--- src/rtl/router_pkg.sv ---
// Shared definitions for the 1x3 router: byte width, FIFO depth, header layout.
package router_pkg;

  localparam int unsigned DATA_W = 8;
  localparam int unsigned DEPTH  = 16;

  // Header byte layout: destination in [1:0], payload length in [7:2].
  localparam int unsigned HDR_ADDR_LSB = 0;
  localparam int unsigned HDR_ADDR_MSB = 1;
  localparam int unsigned HDR_LEN_LSB  = 2;
  localparam int unsigned HDR_LEN_MSB  = 7;

  localparam int unsigned PKT_CNT_W = HDR_LEN_MSB - HDR_LEN_LSB + 1;

  typedef enum logic [1:0] {
    DestAddr0   = 2'b00,
    DestAddr1   = 2'b01,
    DestAddr2   = 2'b10,
    DestInvalid = 2'b11
  } dest_addr_e;

  // Bytes still to come after a header: payload length plus the parity byte.
  function automatic logic [PKT_CNT_W-1:0] hdr_pkt_len(input logic [DATA_W-1:0] hdr);
    return hdr[HDR_LEN_MSB:HDR_LEN_LSB] + PKT_CNT_W'(1);
  endfunction

endpackage

--- src/rtl/router_fifo_mem.sv ---
// Flop-based storage for the router output FIFO: one synchronous write port,
// one combinational read port, no reset on the array.
module router_fifo_mem #(
  parameter int unsigned Width = 9,
  parameter int unsigned Depth = 16,
  localparam int unsigned AddrW = $clog2(Depth)
) (
  input  logic             clk_i,
  input  logic             we_i,
  input  logic [AddrW-1:0] waddr_i,
  input  logic [Width-1:0] wdata_i,
  input  logic [AddrW-1:0] raddr_i,
  output logic [Width-1:0] rdata_o
);

  logic [Width-1:0] mem_q [Depth];

  // Write port: store the word on an accepted write.
  always_ff @(posedge clk_i) begin
    if (we_i) begin
      mem_q[waddr_i] <= wdata_i;
    end
  end

  assign rdata_o = mem_q[raddr_i];

endmodule

--- src/rtl/router_fifo_buf.sv ---
// Per-destination output FIFO of the 1x3 router. Stores each byte with a header
// tag and tracks remaining packet length on the read side.
module router_fifo_buf #(
  parameter int unsigned DATA_W = router_pkg::DATA_W,
  parameter int unsigned DEPTH  = router_pkg::DEPTH
) (
  input  logic              clock,
  input  logic              resetn,
  input  logic              soft_reset,
  input  logic              write_enb,
  input  logic              read_enb,
  input  logic              lfd_state,
  input  logic [DATA_W-1:0] data_in,
  output logic [DATA_W-1:0] data_out,
  output logic              full,
  output logic              empty,
  output logic              pkt_busy
);

  import router_pkg::*;

  localparam int unsigned PTR_W = $clog2(DEPTH);

  // Pointers carry an extra wrap bit to tell full from empty.
  logic [PTR_W:0]           wr_ptr_q, wr_ptr_d;
  logic [PTR_W:0]           rd_ptr_q, rd_ptr_d;
  logic [DATA_W-1:0]        data_out_q, data_out_d;
  logic [PKT_CNT_W-1:0]     pkt_cnt_q, pkt_cnt_d;
  logic                     pkt_busy_q, pkt_busy_d;
  logic [DATA_W:0]          rd_word;
  logic                     wr_accept, rd_accept;

  assign empty = (wr_ptr_q == rd_ptr_q);
  assign full  = (wr_ptr_q[PTR_W] != rd_ptr_q[PTR_W]) &&
                 (wr_ptr_q[PTR_W-1:0] == rd_ptr_q[PTR_W-1:0]);

  // A flush discards any request in the same cycle, including the memory write.
  assign wr_accept = write_enb && !full && !soft_reset;
  assign rd_accept = read_enb && !empty && !soft_reset;

  router_fifo_mem #(
    .Width (DATA_W + 1),
    .Depth (DEPTH)
  ) u_mem (
    .clk_i   (clock),
    .we_i    (wr_accept),
    .waddr_i (wr_ptr_q[PTR_W-1:0]),
    .wdata_i ({lfd_state, data_in}),
    .raddr_i (rd_ptr_q[PTR_W-1:0]),
    .rdata_o (rd_word)
  );

  // Next-state: pointer advance, read data capture and packet length tracking.
  always_comb begin
    wr_ptr_d   = wr_ptr_q;
    rd_ptr_d   = rd_ptr_q;
    data_out_d = data_out_q;
    pkt_cnt_d  = pkt_cnt_q;
    if (soft_reset) begin
      wr_ptr_d   = '0;
      rd_ptr_d   = '0;
      data_out_d = '0;
      pkt_cnt_d  = '0;
    end else begin
      if (wr_accept) begin
        wr_ptr_d = wr_ptr_q + (PTR_W + 1)'(1);
      end
      if (rd_accept) begin
        rd_ptr_d   = rd_ptr_q + (PTR_W + 1)'(1);
        data_out_d = rd_word[DATA_W-1:0];
        if (rd_word[DATA_W]) begin
          pkt_cnt_d = hdr_pkt_len(rd_word[DATA_W-1:0]);
        end else if (pkt_cnt_q != '0) begin
          pkt_cnt_d = pkt_cnt_q - PKT_CNT_W'(1);
        end
        // A stray untagged byte with no packet open leaves the count at zero.
      end
    end
    pkt_busy_d = (pkt_cnt_d != '0);
  end

  // State registers with asynchronous clear.
  always_ff @(posedge clock or negedge resetn) begin
    if (!resetn) begin
      wr_ptr_q   <= '0;
      rd_ptr_q   <= '0;
      data_out_q <= '0;
      pkt_cnt_q  <= '0;
      pkt_busy_q <= 1'b0;
    end else begin
      wr_ptr_q   <= wr_ptr_d;
      rd_ptr_q   <= rd_ptr_d;
      data_out_q <= data_out_d;
      pkt_cnt_q  <= pkt_cnt_d;
      pkt_busy_q <= pkt_busy_d;
    end
  end

  assign data_out = data_out_q;
  assign pkt_busy = pkt_busy_q;

endmodule

--- config.mk ---
export PLATFORM = sky130hd
export DESIGN_NAME = router_fifo_buf
export DESIGN_NICKNAME = d
export VERILOG_FILES = /design/src/rtl/router_pkg.sv /design/src/rtl/router_fifo_mem.sv /design/src/rtl/router_fifo_buf.sv
export SDC_FILE = /design/constraint.sdc
export NUM_CORES = 1
export LEC_CHECK = 0
export CAP_MARGIN = 20
export CORE_MARGIN = 5
export CORE_UTILIZATION = 61
export DETAILED_ROUTE_END_ITERATION = 8
export GPL_ROUTABILITY_DRIVEN = 0
export PLACE_DENSITY_LB_ADDON = 0.12
export SYNTH_ARGS = -nofsm -noshare
export SYNTH_HDL_FRONTEND = slang
export SYNTH_SLANG_ARGS = --single-unit
--- constraint.sdc ---
create_clock -name clock -period 3 [get_ports clock]
set_input_delay 0.45 -clock clock [delete_from_list [all_inputs] [get_ports clock]]
set_output_delay 0.45 -clock clock [all_outputs]
set_load 0.02 [all_outputs]
Word level (Yosys, flattened, before mapping). Memories as Yosys holds them, arrays and structs flattened. Cells that the tools add are included.

Register bits: 25. Output and inout port bits: 11. Bits in writable memories: 144. Memories kept: 1. Bits of input ports: 14.

Memory list: u_mem.mem_q (depth 16, width 9, read ports 1, clocked after Yosys merged registers in 0, write ports 1, line router_fifo_mem.sv:16) `logic [Width-1:0] mem_q [Depth];`.

Muxes and demuxes: 12. Add/subtract/negate cells: 4. Equal/unequal tests: 3. Reduce and logical (&&, ||, !) cells: 12.

Operator list (number): $mux 6 (4); $mux 5 (4); $mux 8 (2); $reduce_bool 6->1 (2); $add 5x1->5 const B (2); $add 6x1->6 const B (1); $sub 6x1->6 const B (1); $eq 5x5->1 (1); $logic_and 1x1->1 (5); $eq 4x4->1 (1); $reduce_bool 2->1 (2); $logic_not 1->1 (3); $mux 1 (2); $ne 1x1->1 (1).

Logic depth before layout (Yosys ltp). Gate-level depths: netlist of run 1.

Word-level depth: 7. Gate-level depth with buffers: 11. Mapped depth without buffers: 9.

Cells and area by module. From an unflattened synthesis of run 1, not the netlist that was laid out.

Cell total of the unflattened synthesis: 407. Area, all modules: 7059.3 µm².

Modules (own cells, without submodules): router_fifo_mem (cells an instance 245, area each 5600.4 µm², times used 1); router_fifo_buf (cells an instance 162, area each 1458.9 µm², times used 1).

Worst setup path after synthesis of run 1. No wires, ideal clock.

Kind: register to register. Start point: register rd_ptr_q[1]. End point: memory u_mem.mem_q[12][0] (enable). Clock period less this slack: 2.687 ns. Setup slack: 0.313 ns. Path buffers: 2. Data required time: 2.601 ns. Data arrival time: 2.288 ns. Cell stages (with the launch flop): 8. Cells stage by stage: dfrtp_1 > buf_6 > buf_2 > xnor2_1 > nand4_1 > nand2b_1 > nand2_1 > nor4_1.

Longest elaborated chain between the ends: 7.

RTL lines: start: declaration (line router_fifo_buf.sv:26) `logic [PTR_W:0] rd_ptr_q, rd_ptr_d;`; start signal: assignment (line router_fifo_buf.sv:92) `rd_ptr_q <= rd_ptr_d;`; $eq 4x4->1 (line router_fifo_buf.sv:35) `(wr_ptr_q[PTR_W-1:0] == rd_ptr_q[PTR_W-1:0]);`; $logic_and 1x1->1 (line router_fifo_buf.sv:34) `assign full = (wr_ptr_q[PTR_W] != rd_ptr_q[PTR_W]) &&`; $logic_not 1->1 (line router_fifo_buf.sv:38) `assign wr_accept = write_enb && !full && !soft_reset;`; $logic_and 1x1->1 (2 in a row) (line router_fifo_buf.sv:38); $mux 1 (line router_fifo_mem.sv:20) `if (we_i) begin`; $mux 1 (not written as such) (line router_fifo_mem.sv:21) `mem_q[waddr_i] <= wdata_i;`; end: declaration (line router_fifo_mem.sv:16).

Every way passes these cells.

Worst setup path in the final report of run 1.
Start point: register rd_ptr_q[0]. End point: output port full.

Longest elaborated chain between the ends: 2.

RTL lines: $eq 4x4->1 (line router_fifo_buf.sv:35); $logic_and 1x1->1 (line router_fifo_buf.sv:34); end: declaration (line router_fifo_buf.sv:15) `output logic full,`.

Every way passes these cells.

==> impl_results.md, run 1 <==
- Run status: finished, final reports clean
- Area grow syn2layout: 16.99%
- Largest net degree at the start of global routing: 26
- Routed vias/inst: 6.295
- Power per cell area: 696.0 nW/um^2
- Leak: 2.792 nW
- Count leader, synth: edfxtp_1
- Crit path kind: reg2out
- Vias in the first global route: 3963
- Yosys cell types: 45
- Root Driver: clkbuf_16
- Cell Rows: 39
- Worst IR drop on VDD: 0.5654 mV
- Relative slew slack: 0.5896
- Synth area leaders: edfxtp_1 61%, mux4_2 12%, dfrtp_1 8.9%
- Final hold vios: 0
- F_max: 354.7 MHz
- Synth top area share: 0.6135
- Starting Density: 0.6199
- Top cell type by total area after synthesis: edfxtp_1
- Clock Latency Late Sink: 0.42 ns
- Nets@finish: 480
- Final ANT Viol Nets: 0
- CP endpoint kind: primary output
- RSZ-0062 raised after global routing: no
- Most frequent cells after synthesis: 144 x edfxtp_1, 38 x mux4_2, 33 x nand2_1
- Routed len/inst: 25.41 um
- Synth warn: 0
- Clock Skew: 0.007393 ns
- Peak fanout along the critical path: 22
- Sequential fraction of the synthesis area: 0.7023
- # Max-Cap Violations: 0
- Full die area: 13800 um^2
- Mapped Area: 7048 um^2
- Met3 usage in global routing: 0.06391
- Max Root-Sink Buffers: 2
- Measured slew at the worst slew-check pin: 0.6070 ns
- Port bufs: 24
- Setup violators final: 0
- Initial antenna violation count: 0
- Hold slack: 0.4134 ns
- Final Cycle Share: 0.9398
- Ports: 25
- Die height: 117.5 um
- Vias: 3865
- M2 GR Usage: 0.3723
- Predominant post-synthesis flop cell: edfxtp_1
- Synth Instances: 403
- Total CTS buffers: 17
- Async set-reset flop share out of synthesis: 0.1479
- Syn nets: 425
- GR met1 Demand/Resource: 0.3130
- Crit path launch type: register
- GRT Resource Usage Total: 0.2352
- Final Util: 0.7252
- R2r setup slk: 0.29 ns
- Die Width: 117.5 um
- DRT iter0 DRCs: 384
- Slew Viols, Final: 0
- Post-Route WL: 15600 um
- First-pass GRT wire length: 23550 um
- H-Tree Level Count: 4
- Post-DP HPWL: 9741 um
- Worst endpoint data arrival time: 2.37 ns
- Synthesized flop and latch total: 169
- Worst path required time: 2.55 ns
- Busiest grt layer: met2
- Post-synth EDFFs: 144
- Setup TNS: 0 ns
- DR DRC count: 0
- First drt pass iteration count: 5
- Number of diodes: 0
- Min cycle time layout: 2.819 ns
- Clock sink count: 169
- CTS tree: yes
- Hold Path Class: in2async
- Clock transition at the registers of the reported paths: 0.06 ns
- Avg Inst Size Synth: 17.49 um^2
- Core area: 11370 um^2
- Remaining global-route overflow: 0
- Layout cells sized above 1: 0.2378
- Hold_buf cts: 0
==> worst max-delay path, cell delays in order (launching register included) <==
cell and delay, ns:
dfrtp_2 0.47, buf_12 0.20, xnor2_1 0.17, nand4_1 0.17, nand2b_1 0.21, inv_1 0.11
clkdlybuf4s50_1 0.60
==> registers in the layout, summed over array words and instances, names as in the netlist <==
signal	count
data_out	8
pkt_busy	1
pkt_cnt_q	6
rd_ptr_q	5
u_mem.mem_q	144
wr_ptr_q	5
==> path summary, 6_finish.rpt <==
check                      depth (start not counted)               startpoint                 endpoint
setup / recovery                                   6  rd_ptr_q[0]$_DFFE_PN0P_                     full
hold / removal                                     2                   resetn  data_out[0]$_DFFE_PN0P_
setup reg to reg                                   9  rd_ptr_q[0]$_DFFE_PN0P_       pkt_busy$_DFF_PN0_
hold reg to reg                                    2  data_out[5]$_DFFE_PN0P_  data_out[5]$_DFFE_PN0P_
max in group asynchronous                          2                   resetn  rd_ptr_q[0]$_DFFE_PN0P_
min in group clock                                 2  data_out[5]$_DFFE_PN0P_  data_out[5]$_DFFE_PN0P_
==> layout make-up <==
type / instances / area [um^2]
fill: 717 / 3124
multi-input combinational: 203 / 1974
sequential: 169 / 4954
timing repair buffer: 56 / 521.8
clock inverter: 11 / 125.1
inverter: 11 / 41.29
clock buffer: 21 / 450.4
tap: 143 / 178.9
==> cell usage in the layout, fill, tap and decap left out, types with 2 or more instances in the layout <==
cell type / Yosys / final
and2_1: 11 / 11
clkinvlp_4: 0 / 5
o21a_1: 2 / 2
dfrtp_1: 25 / 22
a2bb2oi_1: 2 / 2
nor2_1: 21 / 21
xnor2_1: 11 / 11
buf_12: 0 / 3
buf_4: 0 / 28
a22oi_1: 6 / 6
clkbuf_16: 0 / 17
bufinv_16: 0 / 2
xor2_1: 6 / 6
nor4_2: 0 / 4
o31ai_1: 2 / 2
mux4_2: 38 / 38
ha_1: 8 / 8
a21oi_1: 13 / 13
a21oi_2: 2 / 2
dfrtp_2: 0 / 3
nand4_1: 6 / 6
edfxtp_1: 144 / 144
nand2b_1: 2 / 2
o21ai_0: 4 / 4
o21ai_1: 2 / 2
nor3_1: 3 / 3
nor2b_1: 3 / 3
clkbuf_1: 7 / 3
clkinv_2: 0 / 2
clkinv_4: 0 / 2
nand3_1: 4 / 4
inv_1: 11 / 11
mux4_1: 3 / 3
nand2_1: 33 / 33
clkdlybuf4s50_1: 0 / 24
==> report_power, final <==
part / switching, W / internal [W]
Sequential: 0.0000528 / 0.00262
Combinational: 0.000510 / 0.000454
Clock: 0.000861 / 0.00125
Total: 0.00142 / 0.00431
==> logic make-up after synthesis <==
family,synth area share
mux,0.1356
simple gates,0.06657
buf+inv,0.02113
compound gates,0.03905
flops,0.7023
xor+xnor,0.02113
fa+ha+maj,0.01420
==> through the flow <==
stage                     power (W)  setup slack (ns)  instance area, um^2  cells
after global routing       0.005952           0.05129                 8245    614
after CTS                  0.005750           0.01134                 8225    613
after global placement     0.003631            0.2610                 7644    581
after floorplan            0.003358            0.3132                 7048    403
final                      0.005739            0.1806                 8245    614
after detailed placement   0.003652            0.2052                 7644    581
==> what timing repair did <==
| action | in CTS | in global routing |
|---|---|---|
| endpoints found under the setup margin | 2 | 1 |
| pin swaps | 0 | 0 |
| resized for setup | 3 | 3 |
| buffers inserted | 0 | 1 |
| endpoints found under the hold margin | 0 | 0 |
==> layer usage <==
| layer | up-vias | wire (um) |
|---|---|---|
| li1 | 1685 | - |
| met1 | 1967 | 6204 |
| met2 | 183 | 7818 |
| met3 | 30 | 1199 |
| met4 | 0 | 376 |
| met5 | - | 0 |
No activity file was read; power rests on OpenSTA's default activity.
==> run 2: changes to the inputs <==
--- a/config.mk
+++ b/config.mk
@@ -7,8 +7,9 @@
 export LEC_CHECK = 0
 export CAP_MARGIN = 20
 export CORE_MARGIN = 5
-export CORE_UTILIZATION = 61
+export CORE_UTILIZATION = 63
 export DETAILED_ROUTE_END_ITERATION = 8
+export DONT_BUFFER_PORTS = 1
 export GPL_ROUTABILITY_DRIVEN = 0
 export PLACE_DENSITY_LB_ADDON = 0.12
 export SYNTH_ARGS = -nofsm -noshare
==> run 2 against run 1 <==
Core utilization rose by 2.2 points. Die area fell by 2.9%. Critical path depth rose by 3. Sequential share of layout area rose by 0.82 points. Sequential power rose by 1%. Clock skew fell by 0.0015 ns. Clock power rose by 2%. Largest power group unchanged. Critical endpoint is now pkt_busy$_DFF_PN0_. Wire length fell by 5.4%. Design area fell by 1.4%.
==> impl_results.md, run 2 (synthesis gave the netlist of run 1 again) <==
- Hold Path Class: in2reg
- H-Tree Level Count: 4
- Leak: 2.790 nW
- Worst IR drop on VDD: 0.6746 mV
- RSZ-0062 raised after global routing: no
- Peak fanout along the critical path: 17
- Full die area: 13400 um^2
- Reg2Reg Depth: 9
- Remaining global-route overflow: 0
- Largest net degree at the start of global routing: 26
- Crit path kind: reg2reg
- Post-CTS Resized: 0
- Worst endpoint data arrival time: 3.19 ns
- Relative slew slack: 0.4546
- CTS tree: yes
- Clock Power Share: 0.377
- Starting Density: 0.6473
- Clock transition at the registers of the reported paths: 0.06 ns
- First-pass GRT wire length: 23010 um
- F_max: 359.4 MHz
- Seq pwr share: 0.475
- Power per cell area: 700.6 nW/um^2
- Crit path launch type: register
- Clock Skew: 0.005938 ns
- Initial antenna violation count: 0
- Reg-to-reg startpoint: rd_ptr_q[0]$_DFFE_PN0P_
- Run status: finished, final reports clean
- Port bufs: 0
- Fillers: 613
- Commonest cells after routing, fill and taps aside: 144 x edfxtp_1, 38 x mux4_2, 33 x nand2_1
- # Max-Cap Violations: 0
- Slew Viols, Final: 0
- Min cycle time layout: 2.782 ns
- Die Width: 115.8 um
- Nets@finish: 470
- Cell Int Power: 0.004278 W
- Clock sink count: 169
- Post-DP HPWL: 9343 um
- Sw Pwr: 0.001420 W
- Vias in the first global route: 3975
- Most common cell after layout, fill and taps aside: edfxtp_1
- Setup TNS: 0 ns
- Hold path endpoint: pkt_cnt_q[3]$_DFF_PN0_
- Final Cycle Share: 0.9274
- R2r setup slk: 0.22 ns
- Hold path start: soft_reset
- CP endpoint kind: register
- Top reg by flops: u_mem.mem_q
- GRT Resource Usage Total: 0.2452
- Die height: 115.8 um
- Vias: 3790
- Layout cells sized above 1: 0.2495
- Routed len/inst: 24.55 um
- DRT iter0 DRCs: 343
- Clock Latency Late Sink: 0.54 ns
- Hold depth: 2
- Area grow syn2layout: 15.39%
- Max Root-Sink Buffers: 2
- Final hold vios: 0
- Ports: 25
- Hold slack: 0.1364 ns
- Worst path required time: 3.41 ns
- Post-Route WL: 14760 um
- Sw Share: 0.2492
- Logic pwr share: 0.147
- Max FFs per register: 144
- First drt pass iteration count: 5
- Root Driver: clkbuf_8
- Final ANT Viol Nets: 0
- DR DRC count: 0
- Setup violators final: 0
- Core area: 10890 um^2
- Reg2Reg Capture Point: pkt_busy$_DFF_PN0_
- Cell Rows: 38
- Number of diodes: 0
- Measured slew at the worst slew-check pin: 0.8155 ns
- Total CTS buffers: 17
- Routed vias/inst: 6.306
## run 2: cell types whose count changed in the layout (fill, tap and decap cells not counted), moves of 2 or more
cell	change
dlygate4sd3_1	+11
clkinvlp_4	-5
clkinv_4	+2
clkinv_1	+2
inv_6	+3
clkdlybuf4s50_1	-24
clkbuf_1	-3
buf_4	+4
## run 2: critical path, stage by stage, from the launching register on
cell and delay (ns):
dfrtp_2 0.51, buf_12 0.22, mux4_2 0.51, a22oi_1 0.24, nand3_1 0.20, ha_1 0.33
mux2i_1 0.19, a221oi_2 0.10, a211oi_2 0.23, nand4bb_1 0.11
## run 2: layout make-up
class                   count  area [um^2]  share of cell area
clock inverters            15        173.9             0.02138
multi-input cells         203         1974              0.2428
well taps                 140        175.2             0.02154
repair buffers             46        401.6             0.04938
inverters                  11        41.29            0.005077
flip-flops and latches    169         4952              0.6089
clock buffers              17        414.1             0.05092
## run 2: what timing repair did
item | CTS | global route
setup buffers | 0 | 0
hold endpoints to repair | 189 | 0
hold buffers | 11 | 0
## run 2: layer usage
layer / share of wire / track usage
met5: 0 / 0
met4: 0.034 / 0.1145
met3: 0.061 / 0.06475
met2: 0.47 / 0.3667
met1: 0.43 / 0.3434
## run 2: worst max-delay path by stage
stage                             from                      endpoint
6_report       rd_ptr_q[0]$_DFFE_PN0P_            pkt_busy$_DFF_PN0_
3_3_place_gp   rd_ptr_q[1]$_DFFE_PN0P_   u_mem.mem_q[6][3]$_DFFE_PP_
2_1_floorplan  rd_ptr_q[1]$_DFFE_PN0P_  u_mem.mem_q[12][0]$_DFFE_PP_
4_1_cts        rd_ptr_q[0]$_DFFE_PN0P_            pkt_busy$_DFF_PN0_
3_5_place_dp   rd_ptr_q[0]$_DFFE_PN0P_            pkt_busy$_DFF_PN0_
5_1_grt        rd_ptr_q[1]$_DFFE_PN0P_   u_mem.mem_q[6][5]$_DFFE_PP_
## run 2: per-stage QoR
step | area, um^2 | setup WS [ns] | cells | utilization | total power (W)
after floorplan | 7048 | 0.3132 | 403 | - | 0.003358
after global placement | 7423 | 0.3378 | 557 | 0.6818 | 0.003528
after detailed placement | 7423 | 0.2927 | 557 | 0.6818 | 0.003546
after CTS | 8122 | 0.2298 | 600 | 0.7459 | 0.005732
after global routing | 8133 | 0.06752 | 601 | 0.7470 | 0.005938
final | 8133 | 0.2177 | 601 | 0.7470 | 0.005698
## run 2: power groups by stage
| stage | Sequential (W) | Combinational (W) | Clock (W) |
|---|---|---|---|
| after floorplan | 0.00272 | 0.000633 | 0 |
| after global placement | 0.00275 | 0.000774 | 0 |
| after detailed placement | 0.00276 | 0.000788 | 0 |
| after CTS | 0.00271 | 0.000836 | 0.00219 |
| after global routing | 0.00272 | 0.000918 | 0.00230 |
| final | 0.00271 | 0.000840 | 0.00215 |
